==> src/rtl/imm_decode_buffer.sv <==
// Decode front end: 2-entry skid buffer that pre-decodes the immediate-extender select.
// Optional IMM_ILLEGAL_EN macro adds per-entry illegal-opcode flag on out_illegal.
module imm_decode_buffer #(
  parameter int PC_W = 32
) (
  input  logic            clk,
  input  logic            rst,
  input  logic            in_valid,
  output logic            in_ready,
  input  logic [31:0]     in_instr,
  input  logic [PC_W-1:0] in_pc,
  input  logic            flush,
  output logic            out_valid,
  input  logic            out_ready,
  output logic [31:0]     out_instr,
  output logic [PC_W-1:0] out_pc,
  output logic [24:0]     out_imm_field,
  output logic [2:0]      out_imm_src,
  output logic            out_illegal
);

  typedef enum logic [1:0] {EMPTY = 2'd0, ONE = 2'd1, FULL = 2'd2} state_t;

  typedef struct packed {
    logic [31:0]     instr;
    logic [PC_W-1:0] pc;
    logic [2:0]      src;
  } entry_t;

  function automatic logic [2:0] imm_src(input logic [6:0] op);
    case (op)
      7'b0000011, 7'b0010011, 7'b1100111: imm_src = 3'b000;
      7'b0100011:                         imm_src = 3'b001;
      7'b1100011:                         imm_src = 3'b010;
      7'b0110111, 7'b0010111:             imm_src = 3'b011;
      7'b1101111:                         imm_src = 3'b100;
      7'b1110011:                         imm_src = 3'b101;
      default:                            imm_src = 3'b111;
    endcase
  endfunction

  state_t state_q, state_d;
  entry_t head_q, tail_q, in_ent;
  logic   acc, pop;
  logic   head_ld_in, head_ld_tail, tail_ld;
  logic   in_ready_d, out_valid_d;

  assign acc    = in_valid & in_ready;
  assign pop    = out_valid & out_ready;
  assign in_ent = '{instr: in_instr, pc: in_pc, src: imm_src(in_instr[6:0])};

  // state register
  always_ff @(posedge clk or negedge rst) begin
    if (!rst) begin
      state_q   <= EMPTY;
      in_ready  <= 1'b1;
      out_valid <= 1'b0;
    end else begin
      state_q   <= state_d;
      in_ready  <= in_ready_d;
      out_valid <= out_valid_d;
    end
  end

  // next-state
  always_comb begin
    state_d = state_q;
    if (flush) state_d = EMPTY;
    else begin
      case (state_q)
        EMPTY: if (acc) state_d = ONE;
        ONE: begin
          if (acc && !pop)      state_d = FULL;
          else if (pop && !acc) state_d = EMPTY;
        end
        FULL:    if (pop) state_d = ONE;
        default: state_d = EMPTY;
      endcase
    end
  end

  // outputs: handshake flags are registered copies of the next occupancy
  always_comb begin
    in_ready_d   = (state_d != FULL);
    out_valid_d  = (state_d != EMPTY);
    head_ld_in   = !flush && acc && (state_q == EMPTY || (state_q == ONE && pop));
    tail_ld      = !flush && acc && state_q == ONE && !pop;
    head_ld_tail = !flush && pop && state_q == FULL;
  end

  always_ff @(posedge clk or negedge rst) begin
    if (!rst) begin
      head_q <= '{instr: '0, pc: '0, src: 3'b111};
      tail_q <= '{instr: '0, pc: '0, src: 3'b111};
    end else begin
      if (head_ld_in)        head_q <= in_ent;
      else if (head_ld_tail) head_q <= tail_q;
      if (tail_ld)           tail_q <= in_ent;
    end
  end

  assign out_instr     = head_q.instr;
  assign out_pc        = head_q.pc;
  assign out_imm_field = head_q.instr[31:7];
  assign out_imm_src   = head_q.src;

`ifdef IMM_ILLEGAL_EN
  function automatic logic is_illegal(input logic [6:0] op);
    case (op)
      7'b0000011, 7'b0010011, 7'b1100111, 7'b0100011, 7'b1100011,
      7'b0110111, 7'b0010111, 7'b1101111, 7'b1110011, 7'b0110011:
               is_illegal = 1'b0;
      default: is_illegal = 1'b1;
    endcase
  endfunction

  logic head_ill_q, tail_ill_q;

  always_ff @(posedge clk or negedge rst) begin
    if (!rst) begin
      head_ill_q <= 1'b0;
      tail_ill_q <= 1'b0;
    end else begin
      if (head_ld_in)        head_ill_q <= is_illegal(in_instr[6:0]);
      else if (head_ld_tail) head_ill_q <= tail_ill_q;
      if (tail_ld)           tail_ill_q <= is_illegal(in_instr[6:0]);
    end
  end

  assign out_illegal = head_ill_q;
`else
  assign out_illegal = 1'b0;
`endif

endmodule

==> config.mk <==
export PLATFORM = sky130hd
export DESIGN_NAME = imm_decode_buffer
export DESIGN_NICKNAME = d
export VERILOG_FILES = /design/src/rtl/imm_decode_buffer.sv
export SDC_FILE = /design/constraint.sdc
export NUM_CORES = 1
export LEC_CHECK = 0
export BUFFER_PORTS_ARGS = -buffer_cell sky130_fd_sc_hd__buf_2
export CORE_ASPECT_RATIO = 1.5
export CORE_MARGIN = 5
export CORE_UTILIZATION = 47
export DETAILED_ROUTE_END_ITERATION = 8
export HOLD_SLACK_MARGIN = 0.1
export PLACE_DENSITY = 0.76
export SETUP_SLACK_MARGIN = 0.05
export SLEW_MARGIN = 20
export SYNTH_ARGS = -nofsm -noshare
export SYNTH_HDL_FRONTEND = slang
export SYNTH_SLANG_ARGS = --single-unit
export TNS_END_PERCENT = 30
==> constraint.sdc <==
create_clock -name clk -period 1.93 [get_ports clk]
set_input_delay 0.386 -clock clk [delete_from_list [all_inputs] [get_ports clk]]
set_output_delay 0.386 -clock clk [all_outputs]
set_load 0.02 [all_outputs]
### Word-level counts from Yosys, hierarchy flattened

Index checks and enable logic that the tools add are counted.

* reductions and logical operators: 18
* bitwise gates (word level): 2
* eq/ne operators: 12
* mux-type cells: 9

Operators by type and width (count)
* 67-bit two-way mux: 2
* 7-bit equality test, second input constant: 4
* 3-bit case mux with 6 select lines: 1
* 7-bit by 5-bit equality test with 1-bit output, second input constant: 2
* 7-bit by 6-bit equality test with 1-bit output, second input constant: 2
* 2-bit two-way mux: 5
* 1-bit logical AND: 9
* 7-bit by 2-bit equality test with 1-bit output, second input constant: 1
* 2-bit case mux with 3 select lines: 1
* 2-bit nonzero test: 2
* 1-bit logical NOT: 3
* 3-bit OR reduction: 1
* 1-bit bitwise AND: 2
* 2-bit by 1-bit equality test with 1-bit output, second input constant: 1
* 2-bit equality test, second input constant: 1
* 2-bit logical NOT: 1
* 2-bit inequality test, second input constant: 1
* 2-bit OR reduction: 1
* 1-bit logical OR: 1

* bits of input ports: 69
* register bits: 138

### Depth between registers and ports, before layout

Gate-level depths: netlist of run 1.

* word-level depth: 8
* depth in mapped cells: 7

### Worst setup path before layout of run 1

OpenSTA, ideal clock, no wires.

* path type: flip-flop to flip-flop
* start: reg in_ready
* end: reg tail_q[60] (netlist bit)
* stages on the path, launching flop included: 7
* slack: 0.062 ns
* data arrival time: 1.743 ns
* data required time: 1.805 ns
* buffers on the path: 3
* path through: dfstp_2 nand4b_4 or3b_1 buf_2 buf_6 buf_6 mux2_4

* word-level cells in the longest chain between the ends: 4

Ends and longest elaborated chain
* from (decl): line 9 `output logic in_ready,`
* from (signal assigned): line 60 `in_ready <= in_ready_d;`
* 1-bit bitwise AND: line 48 `assign acc = in_valid & in_ready;`
* 1-bit logical AND (3 in a row): line 87 `tail_ld = !flush && acc && state_q == ONE && !pop;`
* to (signal assigned): line 94 `tail_q <= '{instr: '0, pc: '0, src: 3'b111};`
* to (signal assigned): line 98 `if (tail_ld) tail_q <= in_ent;`
* to (decl): line 43 `entry_t head_q, tail_q, in_ent;`

No other way between the ends.
A chain may end at the register's enable or synchronous reset.

### Final worst setup path of run 1

* start: reg in_ready
* end: reg head_q (netlist bit out_pc[3])

* word-level cells in the longest chain between the ends: 4

Ends and longest elaborated chain
* 1-bit bitwise AND (*): line 48
* 1-bit logical AND (*) (2 in a row): line 86 `head_ld_in = !flush && acc && (state_q == EMPTY || (state_q == ONE && pop));`
* 67-bit two-way mux / 2-bit nonzero test (equally long branches)
* to (signal assigned): line 93 `head_q <= '{instr: '0, pc: '0, src: 3'b111};`
* to (signal assigned): line 96 `if (head_ld_in) head_q <= in_ent;`
* to (signal assigned): line 97 `else if (head_ld_tail) head_q <= tail_q;`
* to (decl): line 43

Every way passes the cells marked *; elsewhere a longest branch is shown, timed or not.

==> reports/metrics.yaml, run 1 <==
status: "complete, no violations"
grt_max_degree: 62
yosysTopAreaCell: "dfrtp_1"
ys_top_cells_by_area: "dfrtp_1 55%, mux2_2 11%, a22oi_1 8.1%"
ys_seq_elements: 138
wl_per_cell_um: 17.9
num_antenna_cells: 0
drt-pass1-iter-count: 4
netlist_top_cells_count: "131 x dfrtp_1, 73 x nand2_1, 66 x nand3_1"
finalHoldViolations: 0
worst_skew_pair.late_latency_ns: 0.41
viasPerCell: 5.51
gp_congestion: 0.764
max_freq_mhz: 565
synth_edf_count: 0
post-route-min-period_ns: 1.77
grt_pass1_vias: 4949
path_clk_slew_ns: 0.06
drive_above_1_share: 0.441
ios: 164
place_area_um2: 6750
cts_root_buffer: "clkbuf_16"
clock_skew_ns: 0.00753
final_cell_area_um2: 7390
layout.nets: 705
yosys_most_used_dff: "dfrtp_1"
grt_pass1_wl_um: 23900
synth_nets: 571
grtUsageTotal: 0.204
intPower_mw: 7.57
ir_worst_vdd_v: 0.000839
rsz0062_at_grt: "false"
syn_area_per_cell_um2: 11.8
postCtsSetupBuffers: 0
htreeDepth: 4
wirelength_um: 14400
powerDensity_nw_per_um2: 1520
syn_area_um2: 5910
core_um2: 12400
clkPwrFrac: 0.294
tns_ns: 0
hp-class: "input port to flip-flop"
die_area_um2: 15000
critPathRequiredTime_ns: 2.26
drt_iter0_markers: 235
drc: 0
syn_inst: 502
p_switching_mw: 3.66
cp-start-kind: "flip-flop"
rows: 50
fp.dieH_um: 147
cp-end-kind: "flip-flop"
fin_cells: 805
cts_tree: "done"
path_class: "flip-flop to flip-flop"
gr-total-overflow: 0
drv_slew: 0
ys_async_sr_fraction: 1.00
initial_core_util: 0.477
antenna_found_initial: 0
place_hpwl_um: 9680
ys_warn_count: 0
ys_seq_area_frac: 0.586
rrSetupSlack_ns: 0.16
p_sw_frac: 0.326
dp.cells: 772
synth_top_area_share: 0.555
area_growth_pct: 25.0
combPwrFrac: 0.279
finalCritPeriodShare: 0.916
ant_nets: 0
yosysMostFrequentCell: "dfrtp_1"
clock_sink_count: 138
cts_max_path_buffers: 2
crit_arrival_ns: 2.10
synth.distinct_cells: 34
p_leak_nw: 3.74
seq_power_share: 0.426
crit_fanout: 29
die_w_um: 102
vias: 4437
io_buffer_count: 162
setup_violations: 0
cts_buffers: 17
cap_violations: 0
-- cells by family (layout without fill, tap and decap cells) --
kind of cell | count (synthesis) | in the layout | synth area share
other | 1 | 1 | 0.000635
AOI/OAI and AO/OA | 77 | 77 | 0.0972
DFF | 138 | 138 | 0.586
buffers and inverters | 65 | 212 | 0.0650
muxes | 65 | 65 | 0.128
xor gates and xnor gates | 1 | 1 | 0.00148
and+or+nand+nor | 155 | 155 | 0.122
-- through the flow --
stage               hold WS (ns)  total power, mW  setup WS [ns]  utilization
global route               0.200             11.9         0.0531        0.596
finish                     0.206             11.2          0.161        0.596
global placement           0.310             7.79          0.100        0.545
floorplan                 0.0904             6.97         0.0620            -
detailed placement         0.314             7.98         0.0363        0.545
CTS                        0.193             11.3         0.0360        0.595
-- final cells by class --
cell class | instances | area (µm²)
Clock buffer | 21 | 460
Inverter | 1 | 3.75
Timing Repair Buffer | 179 | 1040
Tap cell | 156 | 195
Sequential cell | 138 | 3460
Fill cell | 1051 | 5000
Clock inverter | 11 | 144
Multi-Input combinational cell | 299 | 2080
-- power by group through the flow --
| stage | registers (mW) | clock network (mW) | logic (mW) |
|---|---|---|---|
| 2_1_floorplan | 5.25 | 0 | 1.72 |
| 3_3_place_gp | 4.73 | 0 | 3.06 |
| 3_5_place_dp | 4.81 | 0 | 3.17 |
| 4_1_cts | 4.78 | 3.36 | 3.18 |
| 5_1_grt | 4.93 | 3.53 | 3.43 |
| 6_report | 4.79 | 3.31 | 3.14 |
-- worst max-delay path, stage by stage, from the launching register on --
cell and delay [ns]:
dfstp_2 0.57, nand2_1 0.08, buf_4 0.15, nor4_2 0.29
buf_4 0.40, a22oi_1 0.11, nand2_1 0.10
-- flip-flops by register name, summed over array words and instances, names as in the netlist --
register     flops
out_imm_src      3
out_instr       32
tail_q          67
state_q          2
in_ready         1
out_pc          32
out_valid        1
-- path summary, 6_finish.rpt --
check	startpoint	to	depth (start not counted)
min	in_pc[9]	out_pc[9]	3
max	in_ready	out_pc[3]	6
min reg2reg	tail_q[1]	tail_q[1]	2
max in group asynchronous	rst	tail_q[12]	3
max reg2reg	in_ready	out_pc[3]	6
min in group asynchronous	rst	out_instr[3]	2
-- routing by layer --
layer	GRT usage	vias up	share of wire
li1	-	2031	-
met1	0.234	2212	0.38
met2	0.350	165	0.53
met3	0.0523	29	0.063
met4	0.0918	0	0.031
met5	0	-	0
-- layout by cell type (no fill, tap or decap), types with 2 or more instances in the layout --
| master | count |
|---|---|
| nand2_1 | 73 |
| buf_4 | 6 |
| dfstp_2 | 7 |
| clkbuf_8 | 2 |
| nand3_1 | 66 |
| clkbuf_16 | 17 |
| buf_12 | 6 |
| buf_2 | 161 |
| clkinv_2 | 4 |
| a221o_1 | 2 |
| o21ai_0 | 3 |
| mux2_4 | 6 |
| o211ai_1 | 4 |
| mux2_2 | 59 |
| nand2b_1 | 2 |
| clkbuf_1 | 2 |
| buf_6 | 4 |
| bufinv_16 | 3 |
| nor2b_1 | 2 |
| clkinv_4 | 2 |
| a22oi_1 | 64 |
| dfrtp_1 | 131 |
| nor3_1 | 2 |
-- what timing repair did --
action                                  in CTS  in global routing
endpoints found under the setup margin       7                 50
hold buffers                                 1                  0
resized for setup                            1                  5
endpoints found under the hold margin       27                  0
Power figures use the tool's default switching activity.
==> run 2: changes to the inputs <==
- CORE_UTILIZATION: 47 -> 30
- PLACE_DENSITY: 0.76 -> not set
==> reports/metrics.yaml, run 2 (same netlist as run 1, synthesis figures left out) <==
gr-total-overflow: 0  # unchanged
cts_buffers: 17  # unchanged
cts_tree: "done"
status: "complete, no violations"
die_w_um: 125  # +23%
dp.cells: 881  # +14%
setup_ws_ns: 0.112  # -0.0491 ns
path_class: "flip-flop to flip-flop"
setup_violations: 0  # unchanged
cts_root_buffer: "clkbuf_16"
max_flop_register: "tail_q"
grt_max_degree: 46  # -26%
drc: 0  # unchanged
gp_congestion: 0.750  # -1.9%
critPathRequiredTime_ns: 2.23  # -0.03 ns
fp.dieH_um: 182  # +23%
pre_cts_slack_ns: 0.0334  # -0.00287 ns
area_growth_pct: 28.2
tns_ns: 0  # unchanged
p_leak_nw: 3.75  # +0.48%
place_hpwl_um: 9940  # +2.7%
crit_fanout: 32  # +10%
viasPerCell: 4.71  # -15%
layout.nets: 710  # +0.71%
grtUsageTotal: 0.138  # -0.0660
powerDensity_nw_per_um2: 1460  # -3.7%
hold_path_depth: 3  # unchanged
grt_pass1_wl_um: 24900  # +4.0%
crit_buf_inv: 2  # unchanged
drt_iter0_markers: 170  # -28%
worst_path_max_delay_cell: "dfstp_2"
cap_violations: 0  # unchanged
initial_core_util: 0.302  # -0.175
antenna_found_initial: 2  # +2
path_clk_slew_ns: 0.06  # about the same
reg2regPathDepth: 5  # -1
finalCritPeriodShare: 0.942  # +0.0254
rsz0062_at_grt: "true"
die_area_um2: 22700  # +51%
cts_max_path_buffers: 2  # unchanged
layout_common_cells: "161 x buf_2, 131 x dfrtp_1, 73 x nand2_1"
hold_start: "in_pc[13]"
max_freq_mhz: 550  # -2.7%
postLayoutCoreUtil: 0.388  # -0.209
ios: 164  # unchanged
clock_skew_ns: 0.0101  # +0.00257 ns
vias: 4313  # -2.8%
final_cell_area_um2: 7580  # +2.5%
cp-start-kind: "flip-flop"
io_buffer_count: 162  # unchanged
clock_sink_count: 138  # unchanged
fin_hold_ws_ns: 0.195  # -0.0106 ns
place_area_um2: 6960  # +3.0%
wirelength_um: 14900  # +3.4%
crit_arrival_ns: 2.12  # +0.02 ns
htreeDepth: 4  # unchanged
rows: 63  # +26%
finalHoldViolations: 0  # unchanged
rr_startpoint: "in_ready"
post-route-min-period_ns: 1.82  # +0.0491 ns
fin_cells: 916  # +14%
grt_pass1_vias: 4714  # -4.7%
hp-class: "input port to flip-flop"
total_power_mw: 11.1  # -1.3%
ir_worst_vdd_v: 0.000606  # -28%
worst_hold_path.endpoint: "out_pc[13]"
cpLargestDelayFamily: "flip-flops"
largest_register_ffs: 67  # unchanged
drive_above_1_share: 0.445  # +0.00428
cp-end-kind: "flip-flop"
core_um2: 19500  # +58%
final_common_cell: "buf_2"
rrSetupSlack_ns: 0.11  # -0.05 ns
worst_skew_pair.late_latency_ns: 0.42  # about the same
drt-pass1-iter-count: 5  # +1
cpPeakStageDelay_ns: 0.53  # -0.04 ns
ant_nets: 0  # unchanged
r2r_end: "tail_q[63]"
drv_slew: 0  # unchanged
wl_per_cell_um: 16.3  # -9.1%
path_cells: "buf_4 -> nand4b_4 -> or3b_4 -> buf_12 -> mux2_4"
[run 2: cell count changes in the layout (fill, tap and decap cells not counted), sizes merged]
cell	delta
clkinvlp	+2
bufinv	-1
inv	-1
buf	+5
diode	+2
clkinv	-1
clkbuf	+1
[run 2: tightest hold or removal path: cells and delay by family]
kind	cells	cell delay [ns]
buffers and inverters	1	0.09
AOI/OAI and AO/OA	1	0.06
and+or+nand+nor	1	0.05
[run 2: power breakdown]
| part | leakage, nW | switching (mW) | internal (mW) |
|---|---|---|---|
| logic | 1.80 | 1.77 | 1.37 |
| clock network | 0.282 | 1.22 | 2.00 |
| registers | 1.67 | 0.624 | 4.11 |
| total | 3.75 | 3.61 | 7.48 |
[run 2: worst max path at each step]
stage	to	startpoint	slack, ns	depth (start not counted)
after global placement	out_instr[11]	in_valid	0.07	6
after detailed placement	out_pc[5]	in_valid	0.03	6
after CTS	out_imm_src[2]	in_ready	0.07	4
final	tail_q[63]	in_ready	0.11	5
after floorplan	tail_q[60]	in_ready	0.06	6
after global routing	out_instr[1]	in_ready	0.04	6
[run 2: metal layers]
| layer | vias up | wire [µm] | GRT usage |
|---|---|---|---|
| li1 | 2039 | - | - |
| met1 | 2134 | 5960 | 0.157 |
| met2 | 116 | 7800 | 0.241 |
| met3 | 24 | 817 | 0.0409 |
| met4 | 0 | 323 | 0.0544 |
| met5 | - | 0 | 0 |
[run 2: cell type report]
cell class / instances / area [µm²]
antenna: 2 / 5.00
clock buffer: 22 / 474
clock inverter: 10 / 119
fill: 1986 / 12000
inverter: 1 / 3.75
multi-input combinational: 299 / 2080
sequential: 138 / 3460
tap: 260 / 325
timing repair buffer: 184 / 1100
[run 2: timing repair]
item	4_1_cts	5_1_grt
endpoints found under the setup margin	26	31
hold buffers	1	0
setup buffers	0	0
resized for setup	1	2
cloned	0	0
endpoints found under the hold margin	33	0
==> run 3: changes to the inputs <==
- CORE_ASPECT_RATIO: 1.5 -> 0.75
- RECOVER_POWER: not set -> 50
==> reports/metrics.yaml, run 3 (same netlist as run 1, synthesis figures left out) <==
crit_fanout: 42  # +31%
area_growth_pct: 27.1
finalCritPeriodShare: 0.898  # -0.0435
place_hpwl_um: 9700  # -2.3%
path_cells: "nand4b_1 -> or3b_4 -> buf_12 -> mux2_2"
post-route-min-period_ns: 1.73  # -0.0839 ns
setup_violations: 0  # unchanged
cp-start-kind: "flip-flop"
grt_pass1_wl_um: 23800  # -4.3%
fin_hold_ws_ns: 0.211  # +0.0158 ns
drv_slew: 0  # unchanged
grt_max_degree: 57  # +24%
hp-class: "input port to flip-flop"
grtUsageTotal: 0.132  # -0.00552
r2r_end: "tail_q[30]"
rows: 44  # -30%
cts_max_path_buffers: 2  # unchanged
gp_congestion: 0.706  # -5.8%
die_area_um2: 22600  # -0.13%
tightestPinTransition_ns: 0.789
path_clk_slew_ns: 0.06  # about the same
ir_worst_vdd_v: 0.000639  # +5.3%
vias: 4358  # +1.0%
critPathLaunch: "in_ready"
slew_headroom: 0.474
htreeDepth: 4  # unchanged
tns_ns: 0  # unchanged
core_um2: 19400  # -0.87%
worst_skew_pair.late_latency_ns: 0.40  # -0.02 ns
drive_above_1_share: 0.369  # -0.0763
gr-total-overflow: 0  # unchanged
final_common_cell: "dfrtp_1"
die_w_um: 172  # +38%
cts_tree: "done"
antenna_found_initial: 0  # -2
critPathRequiredTime_ns: 2.22  # about the same
reg2regPathDepth: 4  # -1
postCtsSetupBuffers: 0  # unchanged
rsz0062_at_grt: "false"
ant_nets: 0  # unchanged
drt-pass1-iter-count: 4  # -1
powerDensity_nw_per_um2: 1510  # +3.1%
cp-end-kind: "flip-flop"
max_freq_mhz: 577  # +4.8%
grt_pass1_vias: 4433  # -6.0%
worst_path_max_delay_cell: "dfstp_2"
path_class: "flip-flop to flip-flop"
finalHoldViolations: 0  # unchanged
rrSetupSlack_ns: 0.20  # +0.08 ns
num_antenna_cells: 0  # -2
wl_per_cell_um: 16.9  # +4.1%
viasPerCell: 4.82  # +2.4%
cap_violations: 0  # unchanged
rr_startpoint: "in_ready"
largest_register_ffs: 67  # unchanged
wirelength_um: 15300  # +2.7%
drc: 0  # unchanged
layout.nets: 707  # -0.42%
clock_sink_count: 138  # unchanged
status: "complete, no violations"
cts_buffers: 17  # unchanged
p_leak_nw: 3.61  # -3.7%
crit_path_end: "tail_q[30]"
layout_common_cells: "131 x dfrtp_1, 116 x buf_2, 73 x nand2_1"
initial_core_util: 0.305  # +0.00265
drt_iter0_markers: 306  # +80%
max_flop_register: "tail_q"
postLayoutCoreUtil: 0.388  # about the same
cts_root_buffer: "clkbuf_16"
io_buffer_count: 162  # unchanged
clock_skew_ns: 0.00655  # -0.00355 ns
ios: 164  # unchanged
cpPeakStageDelay_ns: 0.54  # about the same
crit_arrival_ns: 2.02  # -0.10 ns
fp.dieH_um: 132  # -28%
[run 3: cell types whose count changed in the layout (fill, tap and decap cells not counted), sizes merged]
cell / previous run / this run
buf: 183 / 133
inv: 1 / 2
bufinv: 2 / 5
clkinvlp: 3 / 1
diode: 2 / 0
clkbuf: 22 / 68
clkinv: 5 / 4
[run 3: how the worst min path moves through the flow]
stage | start | endpoint | cells after the start
6_report | in_pc[7] | out_pc[7] | 3
2_1_floorplan | rst | out_instr[0] | 0
4_1_cts | in_pc[7] | out_pc[7] | 3
3_3_place_gp | rst | tail_q[61] | 1
3_5_place_dp | rst | tail_q[61] | 1
5_1_grt | in_instr[26] | out_instr[26] | 3
[run 3: critical path, delay by kind of cell (launching register included)]
family | cells | cell delay [ns]
and+or+nand+nor | 2 | 0.56
DFF | 1 | 0.54
muxes | 1 | 0.29
buffers and inverters | 1 | 0.21
[run 3: report_power, final]
part	internal, mW	switching, mW
logic	1.29	1.78
registers	4.11	0.662
clock network	2.30	1.21
[run 3: layout make-up]
class | instances | area (µm²)
Timing Repair Buffer | 181 | 1030
Fill cell | 1938 | 11900
Clock buffer | 21 | 440
Multi-Input combinational cell | 299 | 2070
Tap cell | 253 | 317
Inverter | 1 | 3.75
Clock inverter | 11 | 194
Sequential cell | 138 | 3460
[run 3: repair_timing]
item,CTS,global route
gates cloned,0,1
endpoints found under the hold margin,29,0
setup endpoints to repair,26,66
gates resized for setup,1,1
hold buffers,1,0
[run 3: layer usage]
layer  GRT usage  vias up  part of all wire
met5           0        -                 0
met4      0.0362        0            0.0060
met3      0.0405       10             0.067
met2       0.198      158              0.45
met1       0.185     2144              0.48
li1            -     2046                 -
[run 3: through the flow]
stage	total power, mW	setup WS, ns	cells	area (µm²)
4_1_cts	11.6	0.0394	903	7580
6_report	11.3	0.196	904	7510
2_1_floorplan	6.97	0.0620	502	5910
3_5_place_dp	7.98	0.0357	870	6930
5_1_grt	12.0	0.0708	904	7510
3_3_place_gp	7.88	0.0696	870	6930
